File: src/rtl/reg_pipe_pkg.sv
// reg_pipe_pkg: shared defaults and helpers for the reg_pipe register pipeline.
// Optional feature macro: REG_PIPE_PARITY_EN (per-byte even parity carried per stage).
package reg_pipe_pkg;

    localparam int DEFAULT_WIDTH = 72;
    localparam int DEFAULT_DEPTH = 3;

    // Width needed to hold a stage count from 0 to depth inclusive.
    function automatic int cntWidth(input int depth);
        return $clog2(depth + 1);
    endfunction

    // Even parity of one byte: the bit that makes the total number of ones even.
    function automatic logic evenParity(input logic [7:0] dataByte);
        return ^dataByte;
    endfunction

endpackage

File: src/rtl/reg_pipe_stage.sv
// reg_pipe_stage: one pipeline slot holding a data word, a valid bit and,
// when REG_PIPE_PARITY_EN is defined, one even-parity bit per data byte.
// A load copies the source valid bit; the data (and parity) are only
// overwritten when the source actually carries a beat.
module reg_pipe_stage
    import reg_pipe_pkg::*;
#(
    parameter int WIDTH = DEFAULT_WIDTH
) (
    input  logic             clk,
    input  logic             clr,
    input  logic             load_i,
    input  logic             srcValid_i,
    input  logic [WIDTH-1:0] srcData_i,
`ifdef REG_PIPE_PARITY_EN
    input  logic [WIDTH/8-1:0] srcPar_i,
    output logic [WIDTH/8-1:0] par_o,
`endif
    output logic             valid_o,
    output logic [WIDTH-1:0] data_o
);

    logic             valid_q, valid_d;
    logic [WIDTH-1:0] data_q, data_d;

    // Next-state: take the source valid on a load, keep old data when the source is a bubble.
    always_comb begin
        valid_d = valid_q;
        data_d  = data_q;
        if (load_i) begin
            valid_d = srcValid_i;
            if (srcValid_i) begin
                data_d = srcData_i;
            end
        end
    end

    // Slot registers with synchronous clear.
    always_ff @(posedge clk) begin
        if (clr) begin
            valid_q <= 1'b0;
            data_q  <= '0;
        end else begin
            valid_q <= valid_d;
            data_q  <= data_d;
        end
    end

    assign valid_o = valid_q;
    assign data_o  = data_q;

`ifdef REG_PIPE_PARITY_EN
    logic [WIDTH/8-1:0] par_q, par_d;

    // Parity follows the data word it was generated for.
    always_comb begin
        par_d = par_q;
        if (load_i && srcValid_i) begin
            par_d = srcPar_i;
        end
    end

    // Parity registers with synchronous clear.
    always_ff @(posedge clk) begin
        if (clr) begin
            par_q <= '0;
        end else begin
            par_q <= par_d;
        end
    end

    assign par_o = par_q;
`endif

endmodule

File: src/rtl/reg_pipe.sv
// reg_pipe: DEPTH-stage valid/ready register pipeline with bubble collapse,
// global clock enable, synchronous clear and a registered occupancy count.
// Optional feature macro: REG_PIPE_PARITY_EN adds per-byte even parity that is
// generated at the input and checked on every output transfer (sticky par_err).
module reg_pipe
    import reg_pipe_pkg::*;
#(
    parameter int WIDTH = DEFAULT_WIDTH,
    parameter int DEPTH = DEFAULT_DEPTH
) (
    input  logic                       clk,
    input  logic                       clr,
    input  logic                       ce,
    input  logic                       in_valid,
    output logic                       in_ready,
    input  logic [WIDTH-1:0]           d,
    output logic                       out_valid,
    input  logic                       out_ready,
    output logic [WIDTH-1:0]           q,
    output logic [cntWidth(DEPTH)-1:0] count,
    output logic                       par_err
);

    localparam int CW = cntWidth(DEPTH);

    logic [DEPTH-1:0] stValid;
    logic [DEPTH-1:0] srcValid;
    logic [DEPTH-1:0] loadEn;
    logic [WIDTH-1:0] stData  [DEPTH];
    logic [WIDTH-1:0] srcData [DEPTH];

    logic          inFire;
    logic          outFire;
    logic [CW-1:0] count_q, count_d;

    // A stage loads when any stage at or beyond it has a hole, or the output drains;
    // scanning from the output end avoids a combinational loop through loadEn.
    always_comb begin : loadScan
        logic hole;
        hole   = out_ready;
        loadEn = '0;
        for (int i = DEPTH - 1; i >= 0; i--) begin
            hole      = hole | ~stValid[i];
            loadEn[i] = ce & ~clr & hole;
        end
    end

    assign in_ready  = loadEn[0];
    assign out_valid = stValid[DEPTH-1];
    assign q         = stData[DEPTH-1];
    assign inFire    = in_valid & in_ready;
    assign outFire   = out_valid & out_ready & ce & ~clr;

`ifdef REG_PIPE_PARITY_EN
    logic [WIDTH/8-1:0] stPar  [DEPTH];
    logic [WIDTH/8-1:0] srcPar [DEPTH];
    logic [WIDTH/8-1:0] dPar;
    logic [WIDTH/8-1:0] qPar;

    for (genvar b = 0; b < WIDTH / 8; b++) begin : gPar
        assign dPar[b] = evenParity(d[8*b +: 8]);
        assign qPar[b] = evenParity(q[8*b +: 8]);
    end
`endif

    for (genvar i = 0; i < DEPTH; i++) begin : gStage
        if (i == 0) begin : gSrcIn
            assign srcValid[i] = in_valid;
            assign srcData[i]  = d;
`ifdef REG_PIPE_PARITY_EN
            assign srcPar[i]   = dPar;
`endif
        end else begin : gSrcPrev
            assign srcValid[i] = stValid[i-1];
            assign srcData[i]  = stData[i-1];
`ifdef REG_PIPE_PARITY_EN
            assign srcPar[i]   = stPar[i-1];
`endif
        end

        reg_pipe_stage #(
            .WIDTH (WIDTH)
        ) uStage (
            .clk        (clk),
            .clr        (clr),
            .load_i     (loadEn[i]),
            .srcValid_i (srcValid[i]),
            .srcData_i  (srcData[i]),
`ifdef REG_PIPE_PARITY_EN
            .srcPar_i   (srcPar[i]),
            .par_o      (stPar[i]),
`endif
            .valid_o    (stValid[i]),
            .data_o     (stData[i])
        );
    end

    // Occupancy moves by one only when exactly one side of the pipe transfers.
    always_comb begin
        count_d = count_q;
        if (inFire && !outFire) begin
            count_d = count_q + 1'b1;
        end else if (outFire && !inFire) begin
            count_d = count_q - 1'b1;
        end
    end

    // Occupancy register with synchronous clear.
    always_ff @(posedge clk) begin
        if (clr) begin
            count_q <= '0;
        end else begin
            count_q <= count_d;
        end
    end

    assign count = count_q;

`ifdef REG_PIPE_PARITY_EN
    logic parErr_q, parErr_d;

    // Latch any parity mismatch seen on a beat leaving the pipe.
    always_comb begin
        parErr_d = parErr_q;
        if (outFire && (qPar != stPar[DEPTH-1])) begin
            parErr_d = 1'b1;
        end
    end

    // Sticky error flag, cleared only by clr.
    always_ff @(posedge clk) begin
        if (clr) begin
            parErr_q <= 1'b0;
        end else begin
            parErr_q <= parErr_d;
        end
    end

    assign par_err = parErr_q;
`else
    assign par_err = 1'b0;
`endif

endmodule

File: config.mk
export PLATFORM = sky130hd
export DESIGN_NAME = reg_pipe
export DESIGN_NICKNAME = d
export VERILOG_FILES = /design/src/rtl/reg_pipe_pkg.sv /design/src/rtl/reg_pipe_stage.sv /design/src/rtl/reg_pipe.sv
export SDC_FILE = /design/constraint.sdc
export NUM_CORES = 1
export LEC_CHECK = 0
export BUFFER_PORTS_ARGS = -buffer_cell sky130_fd_sc_hd__buf_4
export CAP_MARGIN = 20
export CORE_MARGIN = 5
export CORE_UTILIZATION = 44
export DETAILED_ROUTE_END_ITERATION = 16
export PLACE_DENSITY = 0.65
export SYNTH_ARGS = -nofsm -noshare
export SYNTH_HDL_FRONTEND = slang
export SYNTH_SLANG_ARGS = --single-unit
File: constraint.sdc
create_clock -name clk -period 4.05 [get_ports clk]
set_input_delay 0.6075 -clock clk [delete_from_list [all_inputs] [get_ports clk]]
set_output_delay 0.6075 -clock clk [all_outputs]
set_load 0.05 [all_outputs]
==> results.txt, run 1 <==
Outcome = finished, final reports clean
Most common cell in the synthesized netlist = dfxtp_1
Final hold violations = 0
Resize count post-CTS = 0
Yosys reg bits = 221
DR iter-0 viols = 188
RR Startpoint = gStage[1].uStage.valid_o$_SDFFE_PP0N_
Layout area overhead = 22.2%
Setup-failing EPs final = 0
Routed Antenna Nets = 0
TritonRoute pass-1 iters = 4
Die Wd = 151 µm
Detailed Route WL = 16.5 mm
Proportion of layout cells with a drive suffix above 1 = 20.4%
Ys Warns = 0
Mux contribution to synthesized area = 24.8%
RSZ-0062 raised after global routing = no
Die area = 22700 µm²
Sequential area share after synthesis = 50.8%
Final hold slack = 0.350 ns
Power density over the cells = 420 nW/µm²
Post-route setup TNS = 0 ns
WP data required = 3.44 ns
Crit path arrival time = 1.92 ns
Vias in the first global route = 5246
Fin crit share = 62.3%
CTS Root Cell = clkbuf_16
Vias/cell = 4.51
Placer Congestion = 0.692
Worst Hold Class = in -> reg
Mean Syn Cell Area = 10.8 µm²
Port Buffers = 152
Post-synth top cells = dfxtp_1, mux2i_1, nand2b_1
Critical path, cell by cell = nor2b_1, a311oi_1, buf_4
Routed vias = 5465
Synth Net Count = 881
Area leader, netlist = dfxtp_1
Ant diodes = 0
Slack of the critical path = 1.53 ns
Fillcell total = 1763
Critical path's largest stage delay = 0.59 ns
Row cnt = 51
Cell variety after synth = 23
Compound-Gate Fraction of Synth Area = 0.690%
Total GRT Usage = 14.3%
Post-Synth XOR/XNOR Area = 0.201%
CTS tree = built
Worst-Margin Slew = 0.726 ns
Simple-gate share of the synthesized area = 16.2%
Crit path max fanout = 5
Initial core utilization = 44.8%
Asr flop ratio synth = 0%
Crit. End Element = primary output
Core area = 19500 µm²
Post-CTS Setup Bufs = 0
Final clock skew = 0.00431 ns
GR Overflow Total = 0
DRC violations left = 0
Leakage = 5.73 nW
Dominant synthesized flop cell = dfxtp_1
Number of enable flip-flop cells after synthesis = 0
Number of max-cap violations = 0
Hold-fix buffers at CTS = 0
Top cell type's share of synthesized area = 50.8%
CTS buffer count = 23
Slew margin rel. = 51.6%
Worst-Skew Late Latency = 0.49 ns
Cells after Synth = 803
Worst Setup EP = in_ready
VDD IR max = 299 µV
Clk sinks = 221
Worst Setup Start Kind = flop
Io pins = 154
Max Slew Vio Count = 0
Placed Cells = 1175
Period minus WS final = 2.52 ns
Non-Filler Instances = 1213
Post-place setup slack = 1.31 ns
DP HPWL = 10.3 mm
Util after Layout = 54.7%
Clock Path Buffers = 3
Critical-path top delay cell = a311oi_1
H-tree levels = 1
R2R cell count = 4
Worst-path clk slew = 0.06 ns
Main combinational cell family by area after synthesis = multiplexers
Largest net degree at the start of global routing = 98
DR WL/cell = 13.6 µm
R2R Path End = gStage[1].uStage.data_o[35]$_SDFFE_PP0P_
Post-layout net count = 1013
Setup crit start = gStage[2].uStage.valid_o$_SDFFE_PP0P_
Top post-synthesis cells by area = dfxtp_1, mux2i_1, nand2b_1, inv_1, buf_6
FF-to-FF setup slack = 2.18 ns
Critical path type = reg -> out
Synthesized area = 8710 µm²
First-pass GRT wire length = 26.2 mm
Initial antenna violation count = 0
Post-Synth Adder-Cell Area = 0.144%
Die Y-Extent = 151 µm
Fmax = 396 MHz
[flip-flops by register name, summed over array words and instances, names as in the netlist]
register               count
count                      2
gStage.uStage.data_o     216
gStage.uStage.valid_o      3
[report_power, final]
| group | switching, mW | internal (mW) | total, mW |
|---|---|---|---|
| Sequential | 0.0122 | 2.22 | 2.23 |
| Clock | 0.803 | 1.19 | 2.00 |
| Combinational | 0.108 | 0.130 | 0.238 |
[critical path: cells and delay by family, from the launching register on]
| family | cells | cell delay, ns |
|---|---|---|
| DFF | 1 | 0.34 |
| buffers and inverters | 1 | 0.32 |
| and+or+nand+nor | 1 | 0.17 |
| AOI/OAI and AO/OA | 1 | 0.59 |
[per-layer routing]
layer / routed length [µm] / GRT usage [%]
met1: 7890 / 20.0
met2: 7370 / 22.4
met3: 882 / 2.77
met4: 366 / 4.03
met5: 0 / 0
[cell usage in the layout (no fill, tap or decap), types with 5 or more instances in the layout]
master     instances
mux2i_1          216
buf_4            156
clkbuf_8           5
nand2b_1         216
inv_1             73
clkbuf_16         23
clkbuf_1           6
dfxtp_1          221
[how the worst min path moves through the flow]
stage	startpoint	to	slack, ns	cells past startpoint
3_5_place_dp	gStage[2].uStage.data_o[62]$_SDFFE_PP0P_	gStage[2].uStage.data_o[62]$_SDFFE_PP0P_	0.47	2
6_report	d[18]	gStage[0].uStage.data_o[18]$_SDFFE_PP0P_	0.35	3
5_1_grt	d[18]	gStage[0].uStage.data_o[18]$_SDFFE_PP0P_	0.34	3
4_1_cts	d[34]	gStage[0].uStage.data_o[34]$_SDFFE_PP0P_	0.32	3
3_3_place_gp	gStage[2].uStage.data_o[58]$_SDFFE_PP0P_	gStage[2].uStage.data_o[58]$_SDFFE_PP0P_	0.46	2
2_1_floorplan	gStage[1].uStage.data_o[0]$_SDFFE_PP0P_	gStage[2].uStage.data_o[0]$_SDFFE_PP0P_	0.46	2
[cell families after synthesis]
family	after synthesis
flip-flops	221
XOR/XNOR	2
other	1
buffers and inverters	125
adder cells (fa/ha/maj)	1
AO/OA/AOI/OAI	9
multiplexers	216
AND/OR/NAND/NOR	228
[cell type report]
type / count / area, µm² / area share [%]
Multi-Input combinational cell: 457 / 3680 / 34.6
Tap cell: 265 / 332 / 3.12
Clock inverter: 4 / 45.0 / 0.423
Timing Repair Buffer: 158 / 1210 / 11.4
Sequential cell: 221 / 4420 / 41.6
Inverter: 74 / 278 / 2.61
Clock buffer: 34 / 667 / 6.27
[metrics by stage]
step	power [mW]	instance area [µm²]
finish	4.46	10600
global placement	2.52	9930
CTS	4.54	10600
global route	4.65	10600
detailed placement	2.52	9930
floorplan	2.43	8710
No activity file was read; power rests on OpenSTA's default activity.
==> run 2: changes to the inputs <==
--- a/config.mk
+++ b/config.mk
@@ -10,7 +10,7 @@
 export CORE_MARGIN = 5
 export CORE_UTILIZATION = 44
 export DETAILED_ROUTE_END_ITERATION = 16
-export PLACE_DENSITY = 0.65
+export PLACE_DENSITY = 0.68
 export SYNTH_ARGS = -nofsm -noshare
 export SYNTH_HDL_FRONTEND = slang
 export SYNTH_SLANG_ARGS = --single-unit
==> constraint.sdc (replaced) <==
create_clock -name clk -period 2.3 [get_ports clk]
set_input_delay 0.345 -clock clk [delete_from_list [all_inputs] [get_ports clk]]
set_output_delay 0.345 -clock clk [all_outputs]
set_load 0.05 [all_outputs]
==> run 2 against run 1 <==
Hold slack got worse by 0.26 ns. Setup slack got worse by 1.1 ns. Highest routed layer unchanged. Critical path type unchanged. Cell count rose by 0.41%. Total power rose by 80%.
==> results.txt, run 2 (synthesis gave the netlist of run 1 again) <==
Worst-Margin Slew = 0.554 ns
Largest net degree at the start of global routing = 162
Clk sinks = 221
Setup-failing EPs final = 0
Worst Hold Depth = 3
Detailed Route WL = 16.3 mm
Slack of the critical path = 0.450 ns
DP HPWL = 10.2 mm
Cell family contributing the most delay on the critical path = flip-flops
Layout area overhead = 23.7%
Area of the multi-input gates = 3690 µm²
Final clock skew = 0.00659 ns
Placed Cells = 1177
Crit path depth = 3
Critical path's largest stage delay = 0.34 ns
Max Slew Vio Count = 0
Ant diodes = 0
Row cnt = 51
Die Wd = 151 µm
Most common cell after layout, fill and taps aside = dfxtp_1
CTS Root Cell = clkbuf_16
Die Y-Extent = 151 µm
Critical path, cell by cell = nor2b_1, a311oi_2, buf_4
CTS tree = built
Critical path type = reg -> out
VDD IR max = 617 µV
Routed vias = 5464
Port Buffers = 152
DRC violations left = 0
Die area = 22700 µm²
Critical-path top delay cell = dfxtp_2
H-tree levels = 1
Post-layout net count = 1016
Worst-Skew Late Latency = 0.49 ns
Max reg flops = 216
Hold-fix buffers at CTS = 0
DR iter-0 viols = 168
Non-Filler Instances = 1218
CTS buffer count = 24
WP data required = 1.96 ns
Total GRT Usage = 14.1%
Final hold violations = 0
Clock Path Buffers = 3
Leakage = 5.80 nW
Number of max-cap violations = 0
RSZ-0062 raised after global routing = no
Slew margin rel. = 63.1%
Crit path arrival time = 1.50 ns
Crit. End Element = primary output
Most frequent cells in the layout = dfxtp_1, nand2b_1, mux2i_1, buf_4, inv_1
Placer Congestion = 0.706
First-pass GRT wire length = 26.4 mm
Post-route setup TNS = 0 ns
Resize count post-CTS = 0
TritonRoute pass-1 iters = 4
Bufs and invs on worst path = 1
Worst Hold Class = in -> reg
Routed Antenna Nets = 0
Post-CTS Setup Bufs = 0
Initial antenna violation count = 0
Vias/cell = 4.49
Vias in the first global route = 5312
Crit path max fanout = 5
Period minus WS final = 1.85 ns
GR Overflow Total = 0
Post-place setup slack = 0.422 ns
Proportion of layout cells with a drive suffix above 1 = 21.2%
Initial core utilization = 44.8%
Outcome = finished, final reports clean
Fmax = 541 MHz
Worst-path clk slew = 0.06 ns
Io pins = 154
Register area = 4430 µm²
Fin crit share = 80.4%
Worst Setup Start Kind = flop
R2R cell count = 6
Power density over the cells = 745 nW/µm²
Fillcell total = 1734
DR WL/cell = 13.4 µm
Core area = 19500 µm²
-- run 2: changes by cell type in the layout (fill, tap and decap cells not counted) --
cell,before,now
clkinv_2,3,9
buf_12,2,7
clkbuf_8,5,1
buf_4,156,153
clkbuf_1,6,4
clkbuf_16,23,25
a311oi_1,2,1
a311oi_2,0,1
bufinv_16,1,2
dfxtp_1,221,220
dfxtp_2,0,1
-- run 2: tightest hold or removal path: cells and delay by family --
kind                   cells  cell delay (ns)
multiplexers               1             0.05
buffers and inverters      2             0.15
-- run 2: metrics by stage --
stage | total power [mW] | hold slack, ns | util (%) | instance area, µm²
floorplan | 4.29 | 0.458 | - | 8720
global placement | 4.44 | 0.462 | 51.4 | 10000
detailed placement | 4.45 | 0.467 | 51.4 | 10000
CTS | 8.16 | 0.0657 | 55.4 | 10800
global route | 8.36 | 0.0761 | 55.4 | 10800
finish | 8.03 | 0.0875 | 55.4 | 10800
-- run 2: routing by layer --
layer | vias to the layer above | routed length (µm) | global-route usage, %
met1 | 2468 | 7580 | 18.9
met5 | - | 0 | 0
met3 | 20 | 973 | 3.10
li1 | 2862 | - | -
met2 | 114 | 7530 | 23.3
met4 | 0 | 224 | 3.13
-- run 2: power by group --
part / internal [mW] / total, mW / switching (mW) / leakage, nW
clock network: 2.23 / 3.68 / 1.45 / 0.383
registers: 3.91 / 3.93 / 0.0224 / 1.79
logic: 0.234 / 0.425 / 0.191 / 3.63
-- run 2: layout make-up --
cell class / instances / share of cell area, %
repair buffers: 160 / 12.0
multi-input cells: 457 / 34.3
inverters: 74 / 2.58
well taps: 265 / 3.08
clock buffers: 30 / 6.07
clock inverters: 11 / 0.976
flip-flops and latches: 221 / 41.1
-- run 2: path summary, 6_finish.rpt --
path                                                                 end  slack, ns                                startpoint
worst max-delay path                                            in_ready       0.45     gStage[2].uStage.valid_o$_SDFFE_PP0P_
worst min-delay path            gStage[0].uStage.data_o[49]$_SDFFE_PP0P_       0.09                                     d[49]
worst max register to register                     count[1]$_SDFFE_PP0P_       0.51     gStage[2].uStage.valid_o$_SDFFE_PP0P_
worst min register to register  gStage[2].uStage.data_o[64]$_SDFFE_PP0P_       0.47  gStage[2].uStage.data_o[64]$_SDFFE_PP0P_
